==> config.mk <==
export PLATFORM = sky130hd
export DESIGN_NAME = fe_decode_queue
export DESIGN_NICKNAME = d
export VERILOG_FILES = /design/src/rtl/fe_decode_queue.sv
export SDC_FILE = /design/constraint.sdc
export NUM_CORES = 1
export LEC_CHECK = 0
export CAP_MARGIN = 20
export CELL_PAD_IN_SITES_DETAIL_PLACEMENT = 0
export CELL_PAD_IN_SITES_GLOBAL_PLACEMENT = 1
export CORE_MARGIN = 2
export CORE_UTILIZATION = 40
export CTS_CLUSTER_DIAMETER = 200
export CTS_CLUSTER_SIZE = 24
export DETAILED_ROUTE_END_ITERATION = 6
export PLACE_DENSITY_LB_ADDON = 0.1
export SLEW_MARGIN = 20
export SYNTH_ARGS = -nofsm -noshare
export SYNTH_HDL_FRONTEND = slang
export SYNTH_SLANG_ARGS = --single-unit
export TNS_END_PERCENT = 50
==> constraint.sdc <==
create_clock -name clk_i -period 11.45 [get_ports clk_i]
set_input_delay 2.29 -clock clk_i [delete_from_list [all_inputs] [get_ports clk_i]]
set_output_delay 2.29 -clock clk_i [all_outputs]
set_load 0.02 [all_outputs]
==> src/rtl/fe_decode_queue.sv <==
`default_nettype none
// ============================================================================
//  Module      : fe_decode_queue
//  Description : Back-end decode queue. Buffers decoded instructions from the
//                front end in an ELS_P-deep FIFO and hands them to issue with
//                a valid/yumi handshake. A redirect flushes all wrong-path
//                entries and sends a registered one-cycle mispredict pulse,
//                with the corrected target, back to the front end.
//  Revision    : 1.0 - initial release
// ============================================================================
module fe_decode_queue #(
  parameter int WIDTH_P      = 32,
  parameter int ELS_P        = 8,
  parameter int ADDR_WIDTH_P = 16
) (
  input  logic                       clk_i,
  input  logic                       reset_i,
  // front-end side
  input  logic                       valid_i,
  input  logic [WIDTH_P-1:0]         data_i,
  output logic                       ready_o,
  // issue side
  output logic                       valid_o,
  output logic [WIDTH_P-1:0]         data_o,
  input  logic                       yumi_i,
  // redirect from branch resolution
  input  logic                       redirect_i,
  input  logic [ADDR_WIDTH_P-1:0]    redirect_target_i,
  output logic                       mis_predict_o,
  output logic [ADDR_WIDTH_P-1:0]    branch_mis_target_o,
  // occupancy
  output logic [$clog2(ELS_P+1)-1:0] count_o
);

  localparam int c_cnt_w = $clog2(ELS_P + 1);
  localparam int c_ptr_w = (ELS_P > 1) ? $clog2(ELS_P) : 1;
  localparam logic [c_cnt_w-1:0] c_full     = c_cnt_w'(ELS_P);
  localparam logic [c_cnt_w-1:0] c_cnt_one  = c_cnt_w'(1);
  localparam logic [c_ptr_w-1:0] c_ptr_last = c_ptr_w'(ELS_P - 1);
  localparam logic [c_ptr_w-1:0] c_ptr_one  = c_ptr_w'(1);

  logic [WIDTH_P-1:0]      r_mem [ELS_P];
  logic [c_ptr_w-1:0]      r_wr_ptr;
  logic [c_ptr_w-1:0]      r_rd_ptr;
  logic [c_cnt_w-1:0]      r_count;
  logic                    r_mis_predict;
  logic [ADDR_WIDTH_P-1:0] r_target;

  logic                    w_enq;
  logic                    w_deq;
  logic [c_ptr_w-1:0]      w_wr_ptr_next;
  logic [c_ptr_w-1:0]      w_rd_ptr_next;

  // Handshake terms depend only on registered state and reset, so ready_o
  // never loops back through the front-end valid.
  assign ready_o = (r_count != c_full) & ~reset_i;
  assign valid_o = (r_count != '0) & ~reset_i;
  assign data_o  = r_mem[r_rd_ptr];

  // Enqueues arriving alongside a redirect, or during the pulse cycle, are
  // stale wrong-path output from the front end and are dropped.
  assign w_enq = valid_i & ready_o & ~redirect_i & ~r_mis_predict;
  assign w_deq = yumi_i & valid_o;

  // Pointers wrap explicitly so ELS_P need not be a power of two.
  assign w_wr_ptr_next = (r_wr_ptr == c_ptr_last) ? '0 : r_wr_ptr + c_ptr_one;
  assign w_rd_ptr_next = (r_rd_ptr == c_ptr_last) ? '0 : r_rd_ptr + c_ptr_one;

  assign mis_predict_o       = r_mis_predict;
  assign branch_mis_target_o = r_target;
  assign count_o             = r_count;

  // Storage array: written on accepted enqueue, no reset needed.
  always_ff @(posedge clk_i) begin
    if (w_enq) begin
      r_mem[r_wr_ptr] <= data_i;
    end
  end

  // Pointer, occupancy and redirect-pulse state; a redirect overrides any
  // enqueue/dequeue in the same cycle.
  always_ff @(posedge clk_i) begin
    if (reset_i) begin
      r_wr_ptr      <= '0;
      r_rd_ptr      <= '0;
      r_count       <= '0;
      r_mis_predict <= 1'b0;
      r_target      <= '0;
    end else begin
      r_mis_predict <= redirect_i;
      if (redirect_i) begin
        r_target <= redirect_target_i;
        r_wr_ptr <= '0;
        r_rd_ptr <= '0;
        r_count  <= '0;
      end else begin
        if (w_enq) begin
          r_wr_ptr <= w_wr_ptr_next;
        end
        if (w_deq) begin
          r_rd_ptr <= w_rd_ptr_next;
        end
        unique case ({w_enq, w_deq})
          2'b10:   r_count <= r_count + c_cnt_one;
          2'b01:   r_count <= r_count - c_cnt_one;
          default: r_count <= r_count;
        endcase
      end
    end
  end

`ifndef SYNTHESIS
  // Issue must only consume when an entry is presented.
  always_ff @(posedge clk_i) begin
    if (!reset_i) begin
      assert (!(yumi_i && !valid_o))
        else $error("fe_decode_queue: yumi_i asserted while valid_o is low");
    end
  end
`endif

endmodule
`default_nettype wire

==> flow_results.org, run 1 <==
** Status
- The flow ran to the end, and the final reports show no timing, DRC or antenna violations.

** Worst setup path
- For the worst setup path, the data arrival time is 3.97 ns.
- The worst setup path is launched from an input port.
- Path type of the worst setup path :: input port to output port
- Endpoint kind of the worst setup timing path :: output port
- Largest fanout on the critical path :: 23
- At the worst endpoint, the required time is 9.16 ns.
- Flop2flop setup slack :: 8.46 ns

** Pwr
- For this design the static power due to leakage is 3.98 nW.
- The worst-case IR drop observed on VDD is 0.0721 mV.
- Dividing total power by cell area gives a power density of 137 nW/um^2.

** Finish
- The net count of the finished layout is 677.
- Leaving out fill and tap cells, the most frequent cell in the layout is edfxtp_1.
- Of the cells placed in the final design, the portion with a size suffix greater than 1 is 21.8%.
- The number of antenna diodes in the final layout is 0.
- Final Cell Area :: 12,900 sq um
- Area grow syn2layout :: 18.8%
- Leaving out filler cells and counting taps, the final layout contains 961.
- The top cell types in the final layout, fill and taps aside, are edfxtp_1 (256), clkdlybuf4s50_1 (107), mux4_2 (64), mux2_2 (32), dfxtp_1 (27).

** Place
- Post-place instance area :: 12,400 sq um
- Final weighted congestion in routability-driven placement :: 0.658
- Pre-CTS setup slack :: 5.07 ns
- Placed Instances :: 938
- Port buffering added 107 buffers.
- Hpwl dp :: 12,000 microns

** Detailed routing
- Using the TritonRoute via totals, the vias-per-cell ratio works out to 5.20.
- Initial DRC count :: 398
- DRC :: 0
- Summed over all layers, the routed wires come to 20,100 microns.
- The routed layout has 4,996 vias.
- Count of TritonRoute iterations in the first routing pass :: 4
- Dividing the detail-routed wire length by the instance count gives 20.9 microns.
- Antenna-violating nets left :: 0

** Clock network
- In this run the number of H-tree levels came out at 1.
- After clock tree synthesis, the clock-pin slew on the worst setup and hold paths is 0.09 ns.
- Total clock sinks :: 286
- Quantity of gates resized following cts :: 0
- After clock tree synthesis, the flow added hold-fix buffers numbering 0.
- TritonCTS built the clock tree.
- The longest clock path from root to sink contains 3 buffers.
- Counting the buffers created by CTS gives 15.
- Post-CTS setup buffer count :: 0
- Root Buffer :: clkbuf_16
- Latest clock arrival within the worst-skew pair :: 0.48 ns

** Synth
- Fraction of post-synthesis cell area in the top cell type by area :: 70.9%
- Synthesized area per cell :: 21.4 sq um
- Leading cell types by total area after synthesis :: edfxtp_1 (71%), mux4_2 (13%), dfxtp_1 (5.5%), mux2_2 (3.3%), mux2i_1 (1.8%)
- Number of unique standard cell types used by synthesis :: 28
- Cell type with the highest aggregate area in the netlist :: edfxtp_1
- Synthesis produced a netlist with a net count of 566.
- Synth Instances :: 506
- Yosys mapped a number of flops with a built-in enable equal to 256.
- The Yosys step of the flow raised 0 warnings.
- Total of flip-flops plus latches after synthesis :: 286
- Share of flip-flops with an asynchronous set or reset :: 0%
- Among all flip-flop cells after synthesis, the most frequent one is edfxtp_1.
- The mapped netlist covers 10,800 sq um.
- After synthesis, flip-flops and latches occupy 76.5% of the total area.

** STA
- Final Setup Violations :: 0
- After layout, the worst path uses 54.7% of the clock period.
- The final count of hold timing violations is 0.
- The worst path meets setup with 5.19 ns of slack.
- The final number of max-transition violations was 0.
- Transition time at the pin with the least slew margin :: 1.02 ns
- Minimum clock period after layout :: 6.26 ns
- Top achievable clock speed :: 160 MHz
- Setup repair after global routing left no endpoint under its margin.
- Total negative slack for setup checks :: 0 ns
- On the final layout, the worst clock skew is 0.0129 ns.
- Relative slew slack :: 32.3%

** Floorplanning
- Effective utilization at floorplan :: 40.4%
- For this design the top-level I/O count stands at 108.
- The die covers 28,400 sq um.
- The die is 169 microns wide.
- Core area :: 26,800 sq um
- Chip height :: 169 microns
- The floorplan has 60 rows.

** Global route
- Initial antenna violation count :: 0
- The first global-routing pass estimated 31,500 microns of wire.
- Global routing usage summed across all routing layers :: 14.5%
- Remaining Overflow, GRT :: 0
- Largest net degree at the start of global routing :: 65
- Via count of the first global-routing pass :: 5,414

** Worst hold path
- Worst hold path class :: flip-flop to flip-flop

** Run
- Count of max-cap constraint violations :: 0
==> routing by layer <==
metal / track usage (%) / up-vias / routed length, microns
li1: - / 2262 / -
met1: 18.8 / 2602 / 8710
met2: 25.6 / 111 / 10100
met3: 2.97 / 21 / 985
met4: 2.70 / 0 / 299
met5: 0 / - / 0
==> layout make-up <==
class | count | area [sq um]
Fill cell | 2209 | 13900
Inverter | 1 | 3.75
Timing Repair Buffer | 119 | 1250
Clock buffer | 20 | 404
Tap cell | 341 | 427
Multi-Input combinational cell | 194 | 2500
Sequential cell | 286 | 8300
==> report_power, final <==
group	internal, W	switching (W)
clock network	0.000248	0.000297
logic	0.0000367	0.0000352
registers	0.00114	0.00000333
==> flip-flops by register name, indices dropped and copies added (netlist names), named ones only <==
name and cells:
r_rd_ptr 3, mis_predict_o 1, branch_mis_target_o 16, r_mem 256, r_wr_ptr 3, count_o 4
==> worst max-delay path: stages <==
cell and delay (ns):
clkdlybuf4s50_1 0.81, nor2_1 0.24, clkdlybuf4s50_1 0.63
==> path summary, 6_finish.rpt <==
path	startpoint	endpoint	cells past startpoint
setup reg to reg	count_o[1]	r_mem[1][12]	5
setup / recovery	reset_i	ready_o	3
hold / removal	r_rd_ptr[2]	flip-flop	2
hold reg to reg	r_rd_ptr[2]	flip-flop	2
==> cells by family after synthesis <==
family	after synthesis	share of synthesized area, %
xor+xnor	3	0.242
mux	116	18.5
simple gates	58	2.49
compound gates	10	0.519
buf+inv	26	1.00
flops	286	76.5
fa+ha+maj	7	0.808
==> synth_stat cells, drive strengths merged, types with 3 or more instances <==
master,instances
ha,7
mux2,32
mux4,64
dfxtp,30
nand2,8
buf,10
o21ai,5
edfxtp,256
mux2i,20
or3,3
nor3,3
nor2,30
clkbuf,15
xor2,3
nand2b,4
a21oi,3
==> metrics by stage <==
stage	util (%)	hold WS (ns)	power [W]
after floorplan	-	0.463	0.00119
after global placement	46.0	0.469	0.00124
after detailed placement	46.3	0.485	0.00124
after CTS	47.8	0.498	0.00179
after global routing	48.0	0.545	0.00183
final	48.0	0.491	0.00176
No activity file was read; power rests on OpenSTA's default activity.
==> run 2: changes to the inputs <==
clock period = 5.7 ns   (was 11.45 ns; I/O delays follow)
==> flow_results.org, run 2 (synthesis gave the netlist of run 1 again) <==
** STA
- Final period util :: 75.8%
- Setup violations remaining at the end of the flow were counted as 0.
- Total negative slack for setup checks :: 0 ns
- Setup repair after global routing left no endpoint under its margin.
- Top achievable clock speed :: 232 MHz
- The clock arrives with 0.0157 ns of skew.
- Counting I/O delays and the setup requirement, the final critical path takes 4.32 ns.
- Relative slew slack :: 30.9%
- Max-slew violation count :: 0
- The final count of hold timing violations was 0.
- Transition time at the pin with the least slew margin :: 1.04 ns

** Worst setup path
- Of all nets on the critical path, the largest fanout is 40.
- The worst setup path is captured at an output port.
- Buf/Inv on CP :: 2
- Data arrives at the worst endpoint at 3.18 ns.
- For this run, the slowest stage of the critical path takes 0.94 ns.
- Standard cell with the maximum stage delay on the critical path :: dfxtp_4
- The critical path is of the flip-flop to output port type.
- Startpoint type of the worst setup path :: flip-flop
- Traced cell by cell, the critical path runs through buf_12 -> mux4_2 -> mux2_2 -> clkdlybuf4s50_1.
- Broken down by cell family, the worst path's largest delay share belongs to flip-flops.
- Required time at the worst-slack endpoint :: 4.56 ns
- The setup check on the worst reg-to-reg path leaves a slack of 2.77 ns.

** Clock network
- In this run the deepest clock path goes through 3 buffers.
- Clock-pin slew was measured on the worst setup and hold paths at 0.09 ns.
- Gates resized during post-CTS repair numbered 0.
- CTS Hold Bufs :: 0
- Total clock sinks :: 286
- The number of clock buffers added by TritonCTS is 15.
- CTS built an H-tree with a depth of 1.
- Buffers added to address setup during post-CTS repair amount to 0.
- TritonCTS built the clock tree.
- In this run the clock root is driven by a clkbuf_16.
- Latest clock arrival within the worst-skew pair :: 0.48 ns

** Global route
- The via count of the first global-routing pass was 5,542.
- The number of antenna violations at the first check in global routing was 0.
- Entering global routing, the biggest net connects 65 pins.
- Global routing usage summed across all routing layers :: 15.1%
- The first global-routing pass estimated 32,800 microns of wire.
- For this run the aggregate overflow at the end of global routing stands at 0.

** Detailed routing
- In the routed design, unresolved DRC markers number 0.
- Detail-routed net length per standard cell :: 21.6 microns
- The final route contains 5,068 vias.
- Antenna-violating nets left :: 0
- The detailed router finished its first iteration with 318 violations.
- The routed design has 20,900 microns of wire.
- Before antenna repair, the detailed router went through 4 iterations.
- Vias per std cell :: 5.24

** Status
- Run status :: complete, no violations

** Pwr
- P per Cell Area :: 275 nW/um^2
- In this run the static leakage power is 3.99 nW.
- IR analysis of the VDD net gives a maximum drop of 0.160 mV.

** Place
- The congestion estimate from routability-driven global placement came to 0.709.
- Hpwl dp :: 13,000 microns
- PortBufs :: 107

** Finish
- Final design utilization :: 48.0%
- In the layout the commonest cells are edfxtp_1 (256), clkdlybuf4s50_1 (107), mux4_2 (64), mux2_2 (32), dfxtp_1 (27).
- At the end of the flow, the number of nets in the layout was 682.
- Area grow syn2layout :: 18.6%
- Antenna cell count :: 0
- Counting flops per register, the top entry is r_mem.
- In the final layout, the share of cells above drive strength 1 is 22.2%.
- The register with the most flip-flops in the layout has 256 of them.
- Count of filler cells inserted in the layout :: 2,198
- Leaving out fill and tap cells, the most frequent cell in the layout is edfxtp_1.

** Floorplanning
- Die area :: 28,400 sq um
- Chip height :: 169 microns
- Row Count :: 60
- Effective utilization at floorplan :: 40.4%
- For this design the top-level I/O count stands at 108.
- After floorplanning, the core was sized to cover 26,800 sq um.
- In this run the horizontal extent of the chip is 169 microns.

** Run
- Max-cap violations in this run came to 0.

** Worst hold path
- Worst hold path class :: flip-flop to flip-flop
## run 2: worst reg2reg max path, stage by stage (launching register included)
cell	delay (ns)
dfxtp_1	0.55
nor4b_1	0.13
or4b_1	0.68
or2_1	0.40
nor2_4	0.48
buf_4	0.37
## run 2: metrics by stage
stage | total power [W] | cell area, sq um | instances | setup WS, ns | hold WS, ns
5_1_grt | 0.00366 | 12900 | 967 | 1.13 | 0.529
6_report | 0.00353 | 12900 | 967 | 1.38 | 0.489
3_3_place_gp | 0.00249 | 12500 | 946 | 1.32 | 0.477
4_1_cts | 0.00358 | 12900 | 967 | 1.24 | 0.494
3_5_place_dp | 0.00250 | 12500 | 946 | 1.24 | 0.479
2_1_floorplan | 0.00240 | 10800 | 506 | 0.671 | 0.463
## run 2: worst paths after layout
check | start | endpoint | depth (start not counted)
worst min register to register | r_rd_ptr[1] | flip-flop | 2
worst min-delay path | r_rd_ptr[1] | flip-flop | 2
worst max register to register | count_o[1] | r_mem[7][20] | 5
worst max-delay path | flip-flop | data_o[16] | 4
## run 2: layer usage
metal	up-vias	routed length, microns	global-route usage, %
met1	2641	8960	20.0
met2	132	10500	26.2
li1	2280	-	-
met4	0	197	2.47
met3	15	1200	3.30
met5	-	0	0
## run 2: cell type report
cell class / instances / area (sq um) / area share, %
flip-flops and latches: 286 / 8300 / 64.5
multi-input cells: 194 / 2500 / 19.4
repair buffers: 124 / 1240 / 9.61
well taps: 341 / 427 / 3.32
clock buffers: 20 / 394 / 3.07
clock inverters: 1 / 3.75 / 0.0292
inverters: 1 / 3.75 / 0.0292
## run 2: where the power goes
part / total [W] / switching [W] / internal [W]
logic: 0.000148 / 0.0000730 / 0.0000745
registers: 0.00230 / 0.00000644 / 0.00229
clock network: 0.00109 / 0.000599 / 0.000488
==> RTL edit 1: new RTL, config.mk and constraints of run 2 <==
Put one more register stage on the output `count_o`, cleared by the reset. The value now appears one clock later. The other outputs are not delayed to match.
--- a/src/rtl/fe_decode_queue.sv
+++ b/src/rtl/fe_decode_queue.sv
@@ -70,3 +70,9 @@
   assign branch_mis_target_o = r_target;
-  assign count_o             = r_count;
+  always_ff @(posedge clk_i) begin
+    if (reset_i) begin
+      count_o <= '0;
+    end else begin
+      count_o <= r_count;
+    end
+  end
 
Check against the original RTL: not equivalent (a bounded check fails within 4 cycles, from zero or initial values and one cycle with reset_i high).
==> RTL edit 1 against run 2 <==
- utilization increased by 0.31 points
- synthesized area increased by 1.1%
- sequential share of layout area decreased by 0.18 points
- via count increased by 1.8%
- total power increased by 4.4%
- design area increased by 1.2%
- routed wire length increased by 2.2%
- worst setup slack got worse by 4.3 ps
- sequential cell count increased by 4
- synthesized cell count increased by 2.0%
- critical path type unchanged
- largest power group unchanged
==> RTL edit 1: results (changes against run 2) <==
<table>
<tr><th>Metric</th><th>Value</th></tr>
<tr><th colspan="2">Status</th></tr>
<tr><td>Result of the run</td><td>complete, no violations (unchanged)</td></tr>
<tr><th colspan="2">Yosys</th></tr>
<tr><td>Leading post-synthesis cells by instance count</td><td>256 x sky130_fd_sc_hd__edfxtp_1, 64 x sky130_fd_sc_hd__mux4_2, 34 x sky130_fd_sc_hd__dfxtp_1, 32 x sky130_fd_sc_hd__mux2_2, 32 x sky130_fd_sc_hd__nor2_1 (was 256 x sky130_fd_sc_hd__edfxtp_1, 64 x sky130_fd_sc_hd__mux4_2, 32 x sky130_fd_sc_hd__mux2_2, 30 x sky130_fd_sc_hd__dfxtp_1, 30 x sky130_fd_sc_hd__nor2_1)</td></tr>
<tr><td>Library cells used by synthesis</td><td>29 (was 28)</td></tr>
<tr><td>Adder and majority cell fraction of the synthesized area</td><td>0.800% (was 0.808%)</td></tr>
<tr><td>Post-Synthesis Mean Instance Area</td><td>21.2 µm² (was 21.4 µm²)</td></tr>
<tr><td>Sequential cell area fraction in the yosys report</td><td>76.4% (was 76.5%)</td></tr>
<tr><th colspan="2">Layout</th></tr>
<tr><td>Filler Cell Count</td><td>2212 (was 2198)</td></tr>
<tr><td>Final std cells w/o fill</td><td>981 (was 967)</td></tr>
<tr><td>Fin nets</td><td>690 (was 682)</td></tr>
<tr><th colspan="2">Global route</th></tr>
<tr><td>Largest net degree at the start of global routing</td><td>41 (was 65)</td></tr>
<tr><td>Global Route met1 Usage</td><td>20.3% (was 20.0%)</td></tr>
<tr><td>Met2 track demand over resource in global routing</td><td>26.0% (was 26.2%)</td></tr>
<tr><td>Global-route wire length before repair</td><td>32.8 mm (about the same)</td></tr>
<tr><td>GR Util All Layers</td><td>15.0% (was 15.1%)</td></tr>
<tr><th colspan="2">Power</th></tr>
<tr><td>Maximum VDD drop</td><td>0.000164 V (was 0.000160 V)</td></tr>
<tr><td>Reported leakage power</td><td>4.06 nW (was 3.99 nW)</td></tr>
<tr><th colspan="2">Placement</th></tr>
<tr><td># placed instances</td><td>953 (was 946)</td></tr>
<tr><td>Worst Setup Slack post-DPL</td><td>1000 ps (was 1240 ps)</td></tr>
<tr><th colspan="2">Timing</th></tr>
<tr><td>Final hold slack</td><td>505 ps (was 489 ps)</td></tr>
<tr><th colspan="2">Hold path</th></tr>
<tr><td>Startpoint of the tightest hold check path</td><td>r_rd_ptr[2]$_SDFFE_PP0N_ (was r_rd_ptr[1]$_SDFFE_PP0N_)</td></tr>
</table>
## RTL edit 1: layer usage
layer,share of wire [%],up-vias
li1,-,2309
met1,44,2712
met2,51,118
met3,4.1,19
met4,1.4,0
met5,0,-
## RTL edit 1: how the worst max path moves through the flow
stage	endpoint	slack, ps	cells after the start
after global placement	r_mem[2][27]$_DFFE_PP_	1130	7
after CTS	data_o[1]	1280	4
after global routing	data_o[2]	1170	4
after floorplan	r_mem[4][0]$_DFFE_PP_	580	7
after detailed placement	r_mem[3][27]$_DFFE_PP_	1000	7
final	data_o[1]	1380	4
## RTL edit 1: final cells by class
type	instances	area, µm²	area share, %
clock inverter	1	30.0	0.231
inverter	2	7.51	0.0577
sequential	290	8370	64.3
timing repair buffer	122	1200	9.19
clock buffer	27	463	3.56
multi-input combinational	198	2520	19.3
tap	341	427	3.28
## RTL edit 1: report_power, final
part           total (mW)  switching [mW]  internal, mW
Combinational       0.148          0.0739        0.0743
Sequential           2.33         0.00652          2.32
Clock                1.21           0.643         0.571
Total                3.69           0.724          2.96
==> RTL edit 2: new RTL, flow settings as in run 2 <==
Without the edit above. `ELS_P`: 8 -> 16.
--- a/src/rtl/fe_decode_queue.sv
+++ b/src/rtl/fe_decode_queue.sv
@@ -12,3 +12,3 @@
   parameter int WIDTH_P      = 32,
-  parameter int ELS_P        = 8,
+  parameter int ELS_P        = 16,
   parameter int ADDR_WIDTH_P = 16
Ports: changed (resized count_o); port bits go from 108 to 109. No check against the original RTL was run, so the function may have changed too.
==> RTL edit 2 against run 2 <==
- worst setup slack got worse by 320 ps
- utilization decreased by 1.8 points
- highest routed layer is now met5
- sequential cell count increased by 260
- critical endpoint is now data_o[17]
- total power increased by 88%
- routed wire length increased by 110%
- design area increased by 85%
- count of clock-buffer cells in the layout increased by 26
- register-to-register slack got worse by 20 ps
- synthesized area increased by 93%
==> RTL edit 2: results (changes against run 2) <==
<table>
<tr><th>Metric</th><th>Value</th></tr>
<tr><th colspan="2">Routing</th></tr>
<tr><td>Wire length on met1</td><td>19.8 mm (was 8.96 mm)</td></tr>
<tr><td>1st-iter DRT viols</td><td>749 (was 318)</td></tr>
<tr><td>Detailed-route wire length per cell</td><td>25.7 µm (was 21.6 µm)</td></tr>
<tr><td>Vias after detailed routing</td><td>9191 (was 5068)</td></tr>
<tr><th colspan="2">Timing</th></tr>
<tr><td>Worst Max-Slew Pin Slew</td><td>896 ps (was 1040 ps)</td></tr>
<tr><th colspan="2">Yosys</th></tr>
<tr><td>Post-synthesis compound-gate area fraction</td><td>0.919% (was 0.519%)</td></tr>
<tr><td>Proportion of synthesized area in mux cells</td><td>18.8% (was 18.5%)</td></tr>
<tr><th colspan="2">Layout</th></tr>
<tr><td>Number of flip-flops under the largest register name</td><td>512 (was 256)</td></tr>
<tr><td>Fin nets</td><td>1070 (was 682)</td></tr>
<tr><th colspan="2">Placement</th></tr>
<tr><td># placed instances</td><td>1661 (was 946)</td></tr>
<tr><td>Dpl hpwl</td><td>25.9 mm (was 13.0 mm)</td></tr>
<tr><th colspan="2">Global route</th></tr>
<tr><td>Antenna violations before repair</td><td>1 (was 0)</td></tr>
<tr><td>Met2 track demand over resource in global routing</td><td>27.5% (was 26.2%)</td></tr>
<tr><td>Number of global-route vias before repair</td><td>9789 (was 5542)</td></tr>
<tr><td>Met3 global-route usage</td><td>2.68% (was 3.30%)</td></tr>
<tr><th colspan="2">Power</th></tr>
<tr><td>Reported leakage power</td><td>7.13 nW (was 3.99 nW)</td></tr>
<tr><td>Maximum VDD drop</td><td>0.000245 V (was 0.000160 V)</td></tr>
<tr><th colspan="2">Status</th></tr>
<tr><td>Result of the run</td><td>complete, no violations (unchanged)</td></tr>
<tr><th colspan="2">Setup path</th></tr>
<tr><td>Reg2reg setup slack</td><td>2750 ps (was 2770 ps)</td></tr>
<tr><td>Worst reg-to-reg path cell count</td><td>8 (was 5)</td></tr>
</table>
RTL edit 2: logic make-up after synthesis:
logic type      Yosys count
flops                   546
mux                     181
simple gates             63
buf+inv                  56
compound gates           26
fa+ha+maj                 8
xor+xnor                  6
RTL edit 2: power breakdown:
part           switching (mW)  internal (mW)
Combinational           0.104         0.0772
Clock                    1.20          0.877
Sequential            0.00618           4.39
RTL edit 2: worst max-delay path, stage by stage (launching register included):
cell and delay [ps]:
sky130_fd_sc_hd__dfxtp_4 850, sky130_fd_sc_hd__buf_4 390, sky130_fd_sc_hd__mux4_1 610, sky130_fd_sc_hd__mux4_2 480, sky130_fd_sc_hd__clkdlybuf4s50_1 550
RTL edit 2: final cells by class:
type	instances	area share, %
inverters	9	0.142
clock buffers	46	3.05
multi-input cells	284	19.7
well taps	680	3.58
repair buffers	142	5.93
flip-flops and latches	546	67.5
clock inverters	2	0.105
